## src/rtl/i2c_pkg.sv

```systemverilog
// Shared I2C responder definitions: FSM states, sensor frame layout and bus addresses.
package i2c_pkg;

    typedef enum logic [2:0] {
        IDLE,
        ADDR,
        ADDR_ACK,
        WRITE_BYTE,
        WRITE_ACK,
        READ_BYTE,
        READ_ACK,
        IGNORE
    } i2c_state_e;

    localparam logic [6:0] SENSOR_ADDR = 7'h35;
    localparam logic [6:0] MUX_ADDR    = 7'h70;

    // Continuous-readout frame layout
    localparam int FRAME_BYTES  = 7;
    localparam int FB_MAG_X_HI  = 0;
    localparam int FB_MAG_Y_HI  = 1;
    localparam int FB_MAG_Z_HI  = 2;
    localparam int FB_TEMP_HI   = 3;
    localparam int FB_XY_LO     = 4;
    localparam int FB_Z_LO      = 5;
    localparam int FB_TEMP_LO   = 6;

    typedef logic [FRAME_BYTES-1:0][7:0] frame_t;

    typedef struct packed {
        logic [11:0] mag_x;
        logic [11:0] mag_y;
        logic [11:0] mag_z;
        logic [11:0] temp;
    } sample_t;

    // Pack one sensor sample plus the rolling frame counter into the read frame
    function automatic frame_t build_frame(input sample_t s, input logic [1:0] cnt);
        frame_t f;
        f[FB_MAG_X_HI] = s.mag_x[11:4];
        f[FB_MAG_Y_HI] = s.mag_y[11:4];
        f[FB_MAG_Z_HI] = s.mag_z[11:4];
        f[FB_TEMP_HI]  = {s.temp[11:8], cnt, 2'b00};
        f[FB_XY_LO]    = {s.mag_x[3:0], s.mag_y[3:0]};
        f[FB_Z_LO]     = {4'b0000, s.mag_z[3:0]};
        f[FB_TEMP_LO]  = s.temp[7:0];
        return f;
    endfunction

endpackage

```

## src/rtl/i2c_bus_monitor.sv

```systemverilog
// I2C bus front end: pad synchronizers, SCL edge detection and START/STOP detection.
module i2c_bus_monitor (
    input  logic clk,
    input  logic reset,
    input  logic scl_i,
    input  logic sda_i,
    output logic scl_rise_o,
    output logic scl_fall_o,
    output logic sda_o,
    output logic start_o,
    output logic stop_o
);
    // [0],[1] = 2-flop synchronizer, [2] = history for edge detection.
    // Reset to 1 (idle bus) so no phantom edge appears after reset.
    logic [2:0] scl_q;
    logic [2:0] sda_q;

    // Synchronize the raw pad lines and keep one sample of history
    always_ff @(posedge clk or posedge reset) begin
        if (reset) begin
            scl_q <= '1;
            sda_q <= '1;
        end else begin
            scl_q <= {scl_q[1:0], scl_i};
            sda_q <= {sda_q[1:0], sda_i};
        end
    end

    assign sda_o      = sda_q[1];
    assign scl_rise_o =  scl_q[1] & ~scl_q[2];
    assign scl_fall_o = ~scl_q[1] &  scl_q[2];
    // SDA may only move while SCL is high for bus conditions
    assign start_o    = scl_q[1] & scl_q[2] &  sda_q[2] & ~sda_q[1];
    assign stop_o     = scl_q[1] & scl_q[2] & ~sda_q[2] &  sda_q[1];

endmodule

```

## src/rtl/i2c_mag_sensor_responder.sv

```systemverilog
// I2C target emulating a 3-axis magnetic/temperature sensor: serves a snapshot
// readout frame and accepts configuration register writes.
module i2c_mag_sensor_responder
    import i2c_pkg::*;
#(
    parameter logic [6:0] DEVICE_ADDR    = SENSOR_ADDR,
    parameter int         NUM_READ_BYTES = FRAME_BYTES,
    parameter int         NUM_CFG_REGS   = 4
) (
    input  logic                      clk,
    input  logic                      reset,
    input  logic                      scl,
    input  logic                      sda_in,
    output logic                      sda_oe,
    input  logic [11:0]               mag_x,
    input  logic [11:0]               mag_y,
    input  logic [11:0]               mag_z,
    input  logic [11:0]               temperature,
    input  logic                      sample_valid,
    output logic [8*NUM_CFG_REGS-1:0] cfg_regs,
    output logic                      cfg_wr_strobe,
    output logic [7:0]                cfg_wr_index,
    output logic [7:0]                cfg_wr_data,
    output logic                      busy
);
    localparam int RD_W = (NUM_READ_BYTES > 1) ? $clog2(NUM_READ_BYTES) : 1;
    localparam int WR_W = (NUM_CFG_REGS > 1) ? $clog2(NUM_CFG_REGS) : 1;

    logic scl_rise, scl_fall, sda, start, stop;

    i2c_bus_monitor u_bus (
        .clk        (clk),
        .reset      (reset),
        .scl_i      (scl),
        .sda_i      (sda_in),
        .scl_rise_o (scl_rise),
        .scl_fall_o (scl_fall),
        .sda_o      (sda),
        .start_o    (start),
        .stop_o     (stop)
    );

    i2c_state_e                           state_q, state_d;
    logic [3:0]                           bit_cnt_q, bit_cnt_d;
    logic [6:0]                           shift_q, shift_d;
    logic                                 rw_q, rw_d;
    logic                                 ph_q, ph_d;
    logic [RD_W-1:0]                      rd_ptr_q, rd_ptr_d;
    logic [WR_W-1:0]                      wr_ptr_q, wr_ptr_d;
    logic [NUM_READ_BYTES-1:0][7:0]       tx_frame_q, tx_frame_d;
    logic                                 sda_oe_q, sda_oe_d;
    logic                                 busy_q, busy_d;
    logic [NUM_CFG_REGS-1:0][7:0]         cfg_regs_q, cfg_regs_d;
    logic                                 strobe_q, strobe_d;
    logic [7:0]                           index_q, index_d;
    logic [7:0]                           data_q, data_d;
    sample_t                              shadow_q, shadow_d;
    logic [1:0]                           frame_cnt_q, frame_cnt_d;

    logic                                 addr_hit;
    logic [RD_W-1:0]                      rd_nxt;
    logic [WR_W-1:0]                      wr_nxt;
    logic [7:0]                           wr_byte;
    frame_t                               snap_w;
    logic [NUM_READ_BYTES-1:0][7:0]       snap_ext;

    // Shift register holds address bits 7..1 when the 8th bit arrives
    assign addr_hit = (shift_q == DEVICE_ADDR);
    assign rd_nxt   = (rd_ptr_q == RD_W'(NUM_READ_BYTES-1)) ? '0 : rd_ptr_q + RD_W'(1);
    assign wr_nxt   = (wr_ptr_q == WR_W'(NUM_CFG_REGS-1)) ? '0 : wr_ptr_q + WR_W'(1);
    assign wr_byte  = {shift_q, sda};
    // Built from registered shadows, so a coincident sample_valid is not seen
    assign snap_w   = build_frame(shadow_q, frame_cnt_q);

    for (genvar i = 0; i < NUM_READ_BYTES; i++) begin : g_snap
        if (i < FRAME_BYTES) begin : g_b
            assign snap_ext[i] = snap_w[i];
        end else begin : g_z
            assign snap_ext[i] = '0;
        end
    end

    // FSM state register
    always_ff @(posedge clk or posedge reset) begin
        if (reset) state_q <= IDLE;
        else       state_q <= state_d;
    end

    // FSM next state; bus conditions override every state
    always_comb begin
        state_d = state_q;
        if (start) begin
            state_d = ADDR;
        end else if (stop) begin
            state_d = IDLE;
        end else begin
            case (state_q)
                ADDR:       if (scl_rise && bit_cnt_q == 4'd7) state_d = addr_hit ? ADDR_ACK : IGNORE;
                ADDR_ACK:   if (scl_fall && ph_q) state_d = rw_q ? READ_BYTE : WRITE_BYTE;
                WRITE_BYTE: if (scl_rise && bit_cnt_q == 4'd7) state_d = WRITE_ACK;
                WRITE_ACK:  if (scl_fall && ph_q) state_d = WRITE_BYTE;
                READ_BYTE:  if (scl_fall && bit_cnt_q == 4'd8) state_d = READ_ACK;
                READ_ACK: begin
                    if (scl_rise && sda)       state_d = IDLE;
                    else if (scl_fall && ph_q) state_d = READ_BYTE;
                end
                default: ;
            endcase
        end
    end

    // FSM outputs and datapath: sample on SCL rise, move SDA only on SCL fall.
    // ph_q marks the second half of an ACK slot (ACK driven / master ACK seen).
    always_comb begin
        bit_cnt_d   = bit_cnt_q;
        shift_d     = shift_q;
        rw_d        = rw_q;
        ph_d        = ph_q;
        rd_ptr_d    = rd_ptr_q;
        wr_ptr_d    = wr_ptr_q;
        tx_frame_d  = tx_frame_q;
        sda_oe_d    = sda_oe_q;
        busy_d      = busy_q;
        cfg_regs_d  = cfg_regs_q;
        strobe_d    = 1'b0;
        index_d     = index_q;
        data_d      = data_q;
        shadow_d    = shadow_q;
        frame_cnt_d = frame_cnt_q;

        if (sample_valid) begin
            shadow_d    = '{mag_x: mag_x, mag_y: mag_y, mag_z: mag_z, temp: temperature};
            frame_cnt_d = frame_cnt_q + 2'd1;
        end

        if (start) begin
            bit_cnt_d = '0;
            sda_oe_d  = 1'b0;
        end else if (stop) begin
            sda_oe_d  = 1'b0;
            busy_d    = 1'b0;
        end else begin
            case (state_q)
                ADDR: begin
                    if (scl_rise) begin
                        shift_d   = {shift_q[5:0], sda};
                        bit_cnt_d = bit_cnt_q + 4'd1;
                        if (bit_cnt_q == 4'd7) begin
                            rw_d   = sda;
                            ph_d   = 1'b0;
                            busy_d = addr_hit;
                        end
                    end
                end
                ADDR_ACK: begin
                    if (scl_fall) begin
                        if (!ph_q) begin
                            sda_oe_d = 1'b1;
                            ph_d     = 1'b1;
                        end else begin
                            bit_cnt_d = '0;
                            if (rw_q) begin
                                tx_frame_d = snap_ext;
                                rd_ptr_d   = '0;
                                sda_oe_d   = ~snap_ext[0][7];
                            end else begin
                                wr_ptr_d   = '0;
                                sda_oe_d   = 1'b0;
                            end
                        end
                    end
                end
                WRITE_BYTE: begin
                    if (scl_rise) begin
                        shift_d   = {shift_q[5:0], sda};
                        bit_cnt_d = bit_cnt_q + 4'd1;
                        if (bit_cnt_q == 4'd7) begin
                            cfg_regs_d[wr_ptr_q] = wr_byte;
                            strobe_d  = 1'b1;
                            index_d   = 8'(wr_ptr_q);
                            data_d    = wr_byte;
                            wr_ptr_d  = wr_nxt;
                            ph_d      = 1'b0;
                        end
                    end
                end
                WRITE_ACK: begin
                    if (scl_fall) begin
                        if (!ph_q) begin
                            sda_oe_d  = 1'b1;
                            ph_d      = 1'b1;
                        end else begin
                            sda_oe_d  = 1'b0;
                            bit_cnt_d = '0;
                        end
                    end
                end
                READ_BYTE: begin
                    if (scl_rise) begin
                        bit_cnt_d = bit_cnt_q + 4'd1;
                    end else if (scl_fall) begin
                        if (bit_cnt_q == 4'd8) begin
                            sda_oe_d = 1'b0;
                            ph_d     = 1'b0;
                        end else begin
                            // after k bits have gone out, bit 7-k is next
                            sda_oe_d = ~tx_frame_q[rd_ptr_q][~bit_cnt_q[2:0]];
                        end
                    end
                end
                READ_ACK: begin
                    if (scl_rise) begin
                        if (sda) busy_d = 1'b0;
                        else     ph_d   = 1'b1;
                    end else if (scl_fall && ph_q) begin
                        rd_ptr_d  = rd_nxt;
                        bit_cnt_d = '0;
                        sda_oe_d  = ~tx_frame_q[rd_nxt][7];
                    end
                end
                default: ;
            endcase
        end
    end

    // Datapath registers
    always_ff @(posedge clk or posedge reset) begin
        if (reset) begin
            bit_cnt_q   <= '0;
            shift_q     <= '0;
            rw_q        <= 1'b0;
            ph_q        <= 1'b0;
            rd_ptr_q    <= '0;
            wr_ptr_q    <= '0;
            tx_frame_q  <= '0;
            sda_oe_q    <= 1'b0;
            busy_q      <= 1'b0;
            cfg_regs_q  <= '0;
            strobe_q    <= 1'b0;
            index_q     <= '0;
            data_q      <= '0;
            shadow_q    <= '0;
            frame_cnt_q <= '0;
        end else begin
            bit_cnt_q   <= bit_cnt_d;
            shift_q     <= shift_d;
            rw_q        <= rw_d;
            ph_q        <= ph_d;
            rd_ptr_q    <= rd_ptr_d;
            wr_ptr_q    <= wr_ptr_d;
            tx_frame_q  <= tx_frame_d;
            sda_oe_q    <= sda_oe_d;
            busy_q      <= busy_d;
            cfg_regs_q  <= cfg_regs_d;
            strobe_q    <= strobe_d;
            index_q     <= index_d;
            data_q      <= data_d;
            shadow_q    <= shadow_d;
            frame_cnt_q <= frame_cnt_d;
        end
    end

    assign sda_oe        = sda_oe_q;
    assign busy          = busy_q;
    assign cfg_regs      = cfg_regs_q;
    assign cfg_wr_strobe = strobe_q;
    assign cfg_wr_index  = index_q;
    assign cfg_wr_data   = data_q;

endmodule

```

## config.mk

```make
export PLATFORM = sky130hd
export DESIGN_NAME = i2c_mag_sensor_responder
export DESIGN_NICKNAME = d
export VERILOG_FILES = /design/src/rtl/i2c_pkg.sv /design/src/rtl/i2c_bus_monitor.sv /design/src/rtl/i2c_mag_sensor_responder.sv
export SDC_FILE = /design/constraint.sdc
export NUM_CORES = 1
export LEC_CHECK = 0
export ABC_AREA = 0
export BUFFER_PORTS_ARGS = -buffer_cell sky130_fd_sc_hd__buf_2
export CAP_MARGIN = 20
export CORE_MARGIN = 5
export CORE_UTILIZATION = 60
export CTS_CLUSTER_DIAMETER = 80
export DETAILED_ROUTE_END_ITERATION = 8
export GPL_TIMING_DRIVEN = 0
export PLACE_DENSITY = 0.83
export SYNTH_ARGS = -nofsm -noshare
export SYNTH_HDL_FRONTEND = slang
export SYNTH_SLANG_ARGS = --single-unit
```

## constraint.sdc

```tcl
create_clock -name clk -period 11.2 [get_ports clk]
set_input_delay 1.68 -clock clk [delete_from_list [all_inputs] [get_ports clk]]
set_output_delay 1.68 -clock clk [all_outputs]
set_load 0.05 [all_outputs]
```

======== After elaboration in Yosys (flattened, before gate mapping) ========
Cells that the tools add are included.
word-level totals
  input bits .............................. 53
  output and inout bits ................... 51
  logic and storage cells ................. 207
  register bits after elaboration ......... 172
operators by class
  muxes and demuxes ....................... 76
  equal/unequal tests ..................... 49
  bitwise logic cells ..................... 17
  $add $sub $neg .......................... 4
  $lt $le $gt $ge ......................... 5
  reduce and logical (&&, ||, !) cells .... 26
operators with widths
  cell                count
  $mux 3              17
  $bmux 8 s3          2
  $ne 4x4->1 const B  11
  $bwmux 32           1
  $mux 1              31
  $mux 4              7
  $ne 2x2->1 const B  14
  $mux 8              3
  $reduce_and 7->1    3
  $pmux 3 s6          1
  $demux 8 s2         1
  $reduce_and 8->1    2
  $ne 3x3->1 const B  5
  $eq 3x3->1 const B  4
  $lt 3x4->1 const B  3
  $mux 2              6
  $pmux 4 s3          1
  $reduce_and 6->1    2
  $reduce_and 11->1   1
  $reduce_and 5->1    2
  $ne 3x1->1 const B  3
  $not 1->1           9
  $pmux 1 s4          2
  $reduce_bool 4->1   2
  28 further kinds    44

======== Logic depth before layout (Yosys ltp) ========
  depth after elaboration ................. 11
  gate-level depth with buffers ........... 9
  depth with buffers taken out ............ 8

======== Hierarchy ========
Synthesis repeated with hierarchy kept, for this count alone.
unflattened totals
  cell total of the unflattened synthesis .. 552
  area total of the unflattened synthesis .. 7603.5 um2
by module, submodules not included
  module                    cells each  sequential area each (um2)  instances  area an instance (um2)
  i2c_mag_sensor_responder  541         4154.0                      1          7409.6
  i2c_bus_monitor           11          157.7                       1          193.9

======== Least setup slack after synthesis ========
OpenSTA, ideal clock, no wires.
  path kind ............................... in2reg
  from .................................... input port sample_valid
  to ...................................... register shadow_q[0] (netlist bit)
  slack ................................... 8.540 ns
  buffers on the path ..................... 2
  arrival ................................. 2.535 ns
  data required time ...................... 11.075 ns
  cell stages on the path ................. 3
  library setup time ...................... 0.125 ns
  cells stage by stage .................... clkbuf_1 -> buf_1 -> mux2_2
RTL lines
  what                  RTL line                         RTL
  start, declared       i2c_mag_sensor_responder.sv:19   input logic sample_valid,
  end signal, assigned  i2c_mag_sensor_responder.sv:258  shadow_q <= shadow_d;
  end, declared         i2c_mag_sensor_responder.sv:57   sample_t shadow_q, shadow_d;
No word-level cell between the ends.

======== Worst setup path in the final report ========
  from .................................... register sda_oe_q (netlist: sda_oe)
  to ...................................... output port sda_oe
RTL lines
  what                    RTL line                         RTL
  start, declared         i2c_mag_sensor_responder.sv:51   logic sda_oe_q, sda_oe_d;
  start signal, assigned  i2c_mag_sensor_responder.sv:252  sda_oe_q <= sda_oe_d;
  end, declared           i2c_mag_sensor_responder.sv:14   output logic sda_oe,
No word-level cell between the ends.

==> run summary <==
The run finished with clean final reports. The die covers 0.0150 mm^2. In this run the worst hold path is classified as reg2reg. In this run the core area contains 41 standard-cell rows. Setup repair after global routing left no endpoint under its margin. TritonCTS built the clock tree.

Clock-pin slew was measured on the worst setup and hold paths at 0.07 ns. In this run the tool buffered the top-level ports with 96 buffer cells. The signal on the critical path passes through buf_2. For the worst-skew pair, the clock arrives at the later sink with an insertion delay of 0.43 ns.

The cell count after synthesis came out at 570. The weighted congestion reported at the end of routability-driven placement is 0.883, and the final cell area excluding filler cells is 0.00892 mm^2. The post-route netlist has 44.3% of its cells at a drive strength greater than 1.

STA classifies the critical path startpoint as a register. The worst endpoint data arrival time was 1.12 ns; the average via count per standard cell was 5.75. In this run the critical register-to-register path is captured at tx_frame_q[34]$_DFFE_PP0P_.

Buffers inserted during clock tree synthesis total 17. The die outline height works out to 123 um. For the number of design-rule violations left by the first detailed-router iteration, the log shows 314. Once placement completed, the tool counted placed cells totaling 844.

The tools report the clock tree root buffer cell as sky130_fd_sc_hd__clkbuf_16. The logs give 63 for the number of distinct library cells after synthesis and 0 for the number of violations of the max-capacitance limit. The total of fill cells in the finished design was 882; the post-detailed-route count of antenna-violating nets was 0. For the overall routing resource usage, the log shows 23.9%. The first global-routing pass estimated 27300 um of wire.

104 I/O pins were placed. The run gives 0.00835 mm^2 as the standard cell area after detailed placement. The most common cell in the synthesized netlist is sky130_fd_sc_hd__dfrtp_1. The cell depth of the worst hold path is 0, and the remaining design rule violation count is 0.

The synthesized netlist occupies a cell area of 0.00760 mm^2. The remaining global-route overflow came out at 0. The number of antenna violations at the first check in global routing is 0. Once the floorplan was initialized, standard cells occupied 60.7% of the core. In this run the horizontal extent of the chip is 123 um.

Entering global routing, the biggest net connects 98 pins. No sink is reached through more buffers than the 2 on the longest clock path. The tools report the hold violation total from the final report as 0. The via count of the first global-routing pass was 5265.

The delay contributed by the slowest stage of the critical path was 0.40 ns; the number of synthesized register bits was 172. The count of buffering cells on the critical path with inverters included works out to 1. The commonest cells after synthesis are sky130_fd_sc_hd__dfrtp_1, sky130_fd_sc_hd__mux2_2, sky130_fd_sc_hd__o21ai_0. Count of pins over their slew limit: 0. 0 antenna diodes ended up in the layout. Post-CTS timing repair inserted 0 buffers for setup. For flop-to-flop paths, the worst setup slack is 8.82 ns.

In this run the worst path has a maximum fanout of 2. Measured against its own limit, the worst slew margin works out to 50.7%. Beginning of the worst hold path: u_bus.scl_q[0]$_DFF_PP1_.

During synthesis, Yosys emitted a total of 0 warnings. The number of hold buffers added after CTS was 0. Summing over every cut layer, the via total after detailed routing is 5041.

The tools report the end point of the most critical hold path as u_bus.scl_q[1]$_DFF_PP1_. After synthesis, the share of flip-flops with an asynchronous set or reset is 100%. The leakage dissipation is 0.00431 uW, and the core area is 0.0125 mm^2.

The run gives 0 ns as the setup TNS after final layout. Most used flip-flop cell after synthesis: sky130_fd_sc_hd__dfrtp_1. The run gives 750 as the final net count. The number of cells on the worst reg-to-reg path is 4. The startpoint identified for the worst register-to-register timing path is u_bus.scl_q[2]$_DFF_PP1_.

The average instance in the mapped netlist occupies 13.3 um^2. The share of the cycle needed by the critical path after routing was 25.0%. Sorting the synthesized cells by area gives the leading types as sky130_fd_sc_hd__dfrtp_1, sky130_fd_sc_hd__mux2_2, sky130_fd_sc_hd__dfstp_2.

Summed over all layers, the routed wires come to 16800 um. Once detailed placement completed, the half-perimeter wirelength came to 11900 um. The number of detailed-routing iterations run before antenna repair came out at 5. Cell taking the most area after synthesis: sky130_fd_sc_hd__dfrtp_1. Summing the sequential cell areas from Yosys gives 56.8% of the chip area. The number of flops mapped to enable cells by yosys came out at 0.

The startpoint-to-endpoint class of the critical path is reg2out. The portion of synthesized cell area occupied by the leading cell type works out to 54.7%. At the pin with the least slew margin, the transition time is 0.721 ns. The largest individual stage delay along the critical path comes from the cell sky130_fd_sc_hd__dfrtp_1.

In the final routed layout, each cell accounts on average for 19.2 um. Gates resized during post-CTS repair numbered 0. STA puts the critical path data required time at 9.52 ns. The H-tree was split into 4 levels.

The minimum clock period works out to 2.80 ns. Excluding fillers, the count of instances in the completed layout stands at 876. Broken down by cell family, the worst path's largest delay share belongs to flip-flops. The power per cell area is 184 mW/mm^2, and the post-synthesis to final-layout area growth is 17.4%. Capturing element type of the critical path: an output port.

IR analysis of the VDD net gives a maximum drop of 0.000179 V. Based on the critical path, the design can be clocked at up to 0.357 GHz. The logs give 0 for the count of endpoints failing setup in the final report and 172 for the clock net sink count.

The clock arrives with 0.0107 ns of skew.
layout make-up:
cell class	count	area, um^2	area share (%)
flip-flops and latches	172	4310	48.3
multi-input cells	349	3050	34.2
repair buffers	97	508	5.69
clock buffers	20	437	4.89
well taps	172	215	2.41
plain buffers	38	193	2.16
clock inverters	12	138	1.54
inverters	16	67.6	0.757
stage by stage:
stage               utilization, %  setup slack, ns  hold slack, ns  total power (uW)
floorplan                        -             4.87           0.345               970
global placement              66.4             3.40           0.346              1050
detailed placement            66.7             8.17           0.359              1070
CTS                           71.3             8.40           0.360              1640
global route                  71.3             8.39           0.369              1710
finish                        71.3             8.40           0.357              1640
state kept, by name, summed over array words and instances (netlist names), 2 cells and up:
name	cells
tx_frame_q	50
shadow_q	48
cfg_regs	32
cfg_wr_data	8
shift_q	7
bit_cnt_q	4
rd_ptr_q	3
state_q	3
u_bus.scl_q	3
u_bus.sda_q	3
cfg_wr_index	2
frame_cnt_q	2
wr_ptr_q	2
where the power goes:
| group | internal, uW | total [uW] | switching, uW | leakage (uW) |
|---|---|---|---|---|
| Sequential | 671 | 727 | 56.4 | 0.00225 |
| Clock | 330 | 577 | 246 | 0.000269 |
| Combinational | 131 | 336 | 205 | 0.00179 |
| Total | 1130 | 1640 | 508 | 0.00431 |
worst max-delay path by stage:
stage	from	endpoint	slack, ns	cells after the start
after global routing	sda_oe$_DFFE_PP0P_	sda_oe	8.39	1
after floorplan	reset	bit_cnt_q[0]$_DFFE_PP0P_	4.87	1
after detailed placement	sample_valid	shadow_q[40]$_DFFE_PP0P_	8.17	3
after global placement	reset	shadow_q[33]$_DFFE_PP0P_	3.40	2
final	sda_oe$_DFFE_PP0P_	sda_oe	8.40	1
after CTS	sda_oe$_DFFE_PP0P_	sda_oe	8.40	1
cell families (layout without fill, tap and decap cells):
logic type	after synthesis	count (layout)	share of synthesized area, %
adder cells (fa/ha/maj)	6	6	0.988
XOR/XNOR	3	3	0.346
other	1	6	0.0494
AND/OR/NAND/NOR	91	91	6.82
flip-flops	172	172	56.8
multiplexers	162	162	24.2
AO/OA/AOI/OAI	81	81	7.48
buffers and inverters	54	183	3.33
layer usage:
metal  share of wire, %  up-vias  track usage [%]
met5                  0        -                0
met2                 51      184             41.4
met1                 40     2525             29.3
li1                   -     2293                -
met4                2.9        0             9.03
met3                5.8       39             5.30
cells in the final DEF (no fill, tap or decap), types with 3 or more instances in the layout:
cell / synthesis / layout
sky130_fd_sc_hd__conb_1: 1 / 6
sky130_fd_sc_hd__and3_1: 5 / 5
sky130_fd_sc_hd__nor3_1: 8 / 8
sky130_fd_sc_hd__clkbuf_1: 13 / 16
sky130_fd_sc_hd__nand2_2: 4 / 4
sky130_fd_sc_hd__a21boi_0: 3 / 3
sky130_fd_sc_hd__a21oi_1: 9 / 9
sky130_fd_sc_hd__dfstp_2: 6 / 6
sky130_fd_sc_hd__mux2i_1: 13 / 13
sky130_fd_sc_hd__mux2_1: 3 / 3
sky130_fd_sc_hd__clkinvlp_4: 0 / 4
sky130_fd_sc_hd__o211ai_1: 3 / 3
sky130_fd_sc_hd__o221ai_1: 5 / 5
sky130_fd_sc_hd__nand2_1: 23 / 23
sky130_fd_sc_hd__a21o_1: 3 / 3
sky130_fd_sc_hd__nand3_1: 4 / 4
sky130_fd_sc_hd__mux4_2: 3 / 3
sky130_fd_sc_hd__nor2_1: 13 / 13
sky130_fd_sc_hd__a32o_1: 3 / 3
sky130_fd_sc_hd__nand2b_1: 7 / 7
sky130_fd_sc_hd__a221oi_1: 3 / 3
sky130_fd_sc_hd__inv_1: 16 / 15
sky130_fd_sc_hd__nor2b_1: 9 / 9
sky130_fd_sc_hd__dfrtp_1: 166 / 166
sky130_fd_sc_hd__ha_1: 6 / 6
sky130_fd_sc_hd__buf_4: 7 / 7
sky130_fd_sc_hd__clkbuf_16: 0 / 17
sky130_fd_sc_hd__a311oi_1: 3 / 3
sky130_fd_sc_hd__buf_2: 12 / 108
sky130_fd_sc_hd__o21ai_0: 24 / 24
sky130_fd_sc_hd__buf_1: 4 / 4
sky130_fd_sc_hd__a2111oi_0: 5 / 5
sky130_fd_sc_hd__mux2_2: 143 / 143
Power figures use the tool's default switching activity.
